--- src/rtl/scoreboard_hazard_unit.sv ---
// scoreboard_hazard_unit: per-register countdown scoreboard driving ID stalls, EX bubbles, IF flush and a stall counter
module scoreboard_hazard_unit #(
  parameter int NUM_REGS   = 32,
  parameter int REG_AW     = 5,
  parameter int NUM_SRC    = 2,
  parameter int LAT_W      = 3,
  parameter bit FORWARD_EN = 1'b1,
  parameter int WB_LAT     = 3,
  parameter int PERF_W     = 32
) (
  input  logic                      i_clk,
  input  logic                      i_rst,
  input  logic                      i_id_valid,
  input  logic [NUM_SRC*REG_AW-1:0] i_id_src,
  input  logic [NUM_SRC-1:0]        i_id_src_used,
  input  logic [REG_AW-1:0]         i_id_rd,
  input  logic                      i_id_reg_write,
  input  logic [LAT_W-1:0]          i_id_lat,
  input  logic                      i_ext_stall,
  input  logic                      i_branch_mispredict,
  output logic                      o_stall_if,
  output logic                      o_stall_id,
  output logic                      o_bubble_ex,
  output logic                      o_flush_if,
  output logic                      o_fwd_en,
  output logic [NUM_SRC-1:0]        o_hazard_src,
  output logic [PERF_W-1:0]         o_stall_cycles
);
  logic [LAT_W-1:0]  cnt_q [NUM_REGS];
  logic [LAT_W-1:0]  cnt_d [NUM_REGS];
  logic [PERF_W-1:0] stall_ctr_q, stall_ctr_d;
  logic [LAT_W-1:0]  eff_lat;
  logic [NUM_SRC-1:0] hz;
  logic              waw, haz, issue;
  assign eff_lat = FORWARD_EN ? i_id_lat : LAT_W'(WB_LAT);
  for (genvar k = 0; k < NUM_SRC; k++) begin : g_src
    logic [REG_AW-1:0] src;
    assign src   = i_id_src[k*REG_AW +: REG_AW];
    assign hz[k] = i_id_valid & i_id_src_used[k] & (|src) & (|cnt_q[src]);
  end
  // a younger writer may not land before an older in-flight one to the same register
  assign waw   = i_id_valid & i_id_reg_write & (|i_id_rd) & (cnt_q[i_id_rd] > eff_lat);
  assign haz   = (|hz) | waw;
  assign issue = i_id_valid & ~haz & ~i_ext_stall & ~i_branch_mispredict & ~i_rst;
  always_comb begin
    for (int r = 0; r < NUM_REGS; r++)
      cnt_d[r] = i_ext_stall ? cnt_q[r] :
                 (issue & i_id_reg_write & (i_id_rd == REG_AW'(r)) & (r != 0)) ? eff_lat :
                 (|cnt_q[r]) ? cnt_q[r] - LAT_W'(1) : cnt_q[r];
    stall_ctr_d = (haz & ~i_branch_mispredict & ~i_ext_stall & ~(&stall_ctr_q)) ?
                  stall_ctr_q + PERF_W'(1) : stall_ctr_q;
  end
  always_ff @(posedge i_clk) begin
    if (i_rst) begin
      cnt_q       <= '{default: '0};
      stall_ctr_q <= '0;
    end else begin
      cnt_q       <= cnt_d;
      stall_ctr_q <= stall_ctr_d;
    end
  end
  assign o_flush_if     = ~i_rst & i_branch_mispredict;
  assign o_bubble_ex    = ~i_rst & (i_branch_mispredict | (~i_ext_stall & haz));
  assign o_stall_if     = ~i_rst & ~i_branch_mispredict & (i_ext_stall | haz);
  assign o_stall_id     = o_stall_if;
  assign o_hazard_src   = i_rst ? '0 : hz;
  assign o_fwd_en       = FORWARD_EN;
  assign o_stall_cycles = stall_ctr_q;
endmodule

--- config.mk ---
export PLATFORM = sky130hd
export DESIGN_NAME = scoreboard_hazard_unit
export DESIGN_NICKNAME = d
export VERILOG_FILES = /design/src/rtl/scoreboard_hazard_unit.sv
export SDC_FILE = /design/constraint.sdc
export NUM_CORES = 1
export LEC_CHECK = 0
export CORE_UTILIZATION = 25
export CTS_CLUSTER_DIAMETER = 40
export CTS_CLUSTER_SIZE = 8
export DETAILED_ROUTE_END_ITERATION = 6
export PLACE_DENSITY_LB_ADDON = 0.05
export SYNTH_ARGS = -nofsm -noshare
export SYNTH_HDL_FRONTEND = slang
export SYNTH_SLANG_ARGS = --single-unit
--- constraint.sdc ---
create_clock -name i_clk -period 9.5 [get_ports i_clk]
set_input_delay 1.9 -clock i_clk [delete_from_list [all_inputs] [get_ports i_clk]]
set_output_delay 1.9 -clock i_clk [all_outputs]
set_load 0.005 [all_outputs]
==> impl_results.md <==
* Status: completed
* Post-Syn Instances at 1,234
* IO Count at 65
* Tcrit/Tclk final at 85.6%
* Crit. End Element: output port
* Hold Slack at 0.505 ns
* Fmax at roughly 120 MHz
* Setup Skew at 0.0160 ns
* Count leader, synth: dfxtp_1
* Area Overhead vs Synth at 15.7%
* Reg-to-reg critical path endpoint: cnt_q[78]
* YS warnings at 0
* Setup TNS at 0 ns
* Avg Cell Area, Syn at 8.42 sq um
* Register bit total from synthesis at ~130
* Gpl congestion at 0.808
* Std-Cell Core Area at 0.0409 sq mm
* Crit Path Max Fanout at 20
* Peak VDD IR at around 0.1 mV
* Largest net degree at the start of global routing at 62
* Cts bufs inserted at 17
* Initial DRC Count at 564
* DIE WIDTH at approximately 200 um
* Inst Count DP at 1,756
* Post_cts resized at 0
* Antenna fix cells at 0
* Die height at around 210 um
* Power density cells at 225 mW/mm^2
* CP cell instances: clkdlybuf4s50_1, buf_4, mux4_2, mux4_2, mux2_2, ha_1, a31oi_1, o221ai_4, nand3_1, nor2_1, nor3_1, clkdlybuf4s50_1
* Total Wirelength at 40,700 um
* Syn nets at 1,328
* Post-synth top area cell: dfxtp_1
* Fin. max-slew vios at 0
* EDFF count, synth at 0
* Critical path class: in -> out
* Most common library cells after synthesis: dfxtp_1 (128), inv_1 (103), nand2_1 (84)
* Slew HR at 28.6%
* Max Root-Sink Buffers at 2
* CP Launch Type: primary input
* Final Non-Filler Cells at roughly 1,800
* Fin. Hold Viols at 0
* Final setup vio count at 0
* Crit path required time at around 7.6 ns
* Worst Hold End: o_stall_cycles[26]
* Ys async rst share at 0%
* Critical Path Source: i_id_rd[1]
* H-tree depth at 4
* Die ar. at 0.0424 sq mm
* GRT Residual Overflow at 0
* Root buffer cell: clkbuf_16
* Leakage at between 4 and 5 nW
* Hold path startpoint: o_stall_cycles[26]
* Via/cell ratio at 5.53
* Drt pass-1 iters at 5
* Share of cells above drive strength 1 at 12.4%
* Post-DP HPWL at 27,700 um
* # Max-Cap Violations at 0
* Hold Buf Count CTS at 0
* RSZ-0062 raised after global routing: false
* DRC Markers at 0
* Buffers on Ports at 63
* Crit Reg-Reg Startpoint: cnt_q[16]
* Antenna violations before repair at 0
* Crit-path max cell delay at 0.82 ns
* Drt wl/cell at 22.7 um
* Starting Density at 25.4%
* Post-CTS setup buffers at 0
* Post-Syn Area at 0.0104 sq mm
* R2R Setup Slk at 4.46 ns
* Worst-margin pin slew at 1.06 ns
* Synth top area share at 24.7%
* Clk_lat worst skew at 0.46 ns
* Clk slew on worst S/H paths at approximately 0.07 ns
* Final nets at 1,337
* Hold Crit Class: reg -> reg
* Ys flop type: dfxtp_1
* Post-synthesis cell type count at 69
* Vias in the first global route at ~9,600
* R2R depth at 12
* # fillers at 4,386
* CTS tree: yes
* Vias post-DR at about 10,000
* GRT Util Overall at 19.8%
* Largest cells by area after synthesis: dfxtp_1 (25%), ha_1 (8.2%), mux4_2 (7.4%)
* Critical-path top delay cell: clkdlybuf4s50_1
* Seq/Total Area, Yosys at 24.7%
* First-pass GRT wire length at between 60,000 and 70,000 um
* Hold Crit Depth at 2
* Final ANT Viol Nets at 0
* Rows at 74
* Post-layout min period at roughly 8 ns
* Worst Path Arrival at 6.23 ns
* Clk sink count at 128
routing by layer:
metal,vias to the layer above,global-route usage [%],wire length [um]
li1,4722,-,-
met3,44,3.09,1350
met5,-,0,0
met1,4926,26.3,18900
met2,203,32.9,19600
met4,0,5.75,796
where the power goes:
group | total [mW] | switching [mW] | internal [mW] | leakage (nW)
clock | 0.703 | 0.309 | 0.394 | 0.291
combinational | 1.12 | 0.609 | 0.510 | 2.75
sequential | 0.888 | 0.219 | 0.669 | 1.04
total | 2.71 | 1.14 | 1.57 | 4.08
registers in the layout (all words and copies together) (netlist names):
register and count:
o_stall_cycles 32, cnt_q 96
worst max-delay path, delay by kind of cell:
| family | cells | cell delay, ns |
|---|---|---|
| compound gates | 2 | 0.43 |
| fa+ha+maj | 1 | 0.29 |
| buf+inv | 3 | 1.77 |
| mux | 3 | 1.35 |
| simple gates | 3 | 0.48 |
worst max-delay path by stage:
stage,to,cells after the start
after detailed placement,o_stall_if,12
final,o_stall_if,12
after global placement,o_stall_id,12
after floorplan,o_stall_if,14
after CTS,o_stall_if,12
after global routing,o_stall_if,12
cells by family (layout without fill, tap and decap cells):
kind of cell / after synthesis / after routing / synth area share (%)
AO/OA/AOI/OAI: 312 / 312 / 21.8
XOR/XNOR: 3 / 3 / 0.253
adder cells (fa/ha/maj): 68 / 68 / 8.19
buffers and inverters: 190 / 212 / 7.37
flip-flops: 128 / 128 / 24.7
multiplexers: 79 / 79 / 12.1
other: 1 / 1 / 0.0361
AND/OR/NAND/NOR: 453 / 453 / 25.6
through the flow:
stage / setup WS, ns / power, mW / utilization (%) / cell area, sq um
global route: 1.27 / 2.92 / 29.4 / 12000
floorplan: 1.80 / 1.66 / - / 10400
finish: 1.37 / 2.71 / 29.4 / 12000
global placement: 1.46 / 2.02 / 27.9 / 11400
detailed placement: 1.41 / 2.01 / 27.9 / 11400
CTS: 1.37 / 2.73 / 29.4 / 12000
final cells by class:
class / count / area [sq um] / share of cell area (%)
inverters: 104 / 390 / 3.25
repair buffers: 76 / 718 / 5.98
clock buffers: 17 / 425 / 3.54
multi-input cells: 916 / 7090 / 59.0
flip-flops and latches: 128 / 2560 / 21.3
well taps: 532 / 666 / 5.54
clock inverters: 15 / 169 / 1.41
placed cells by master (no fill, tap or decap), types with 20 or more instances in the layout:
| cell type | n |
|---|---|
| nor3_1 | 62 |
| mux2_2 | 23 |
| inv_1 | 101 |
| nand2_1 | 84 |
| nor4b_1 | 38 |
| nor2_1 | 79 |
| ha_1 | 68 |
| o21ai_0 | 43 |
| a31oi_1 | 30 |
| a21oi_1 | 76 |
| o22a_1 | 23 |
| mux4_2 | 34 |
| nor4_1 | 20 |
| nand4_1 | 46 |
| clkdlybuf4s50_1 | 60 |
| dfxtp_1 | 128 |
| o211a_1 | 23 |
No activity file was read; power rests on OpenSTA's default activity.
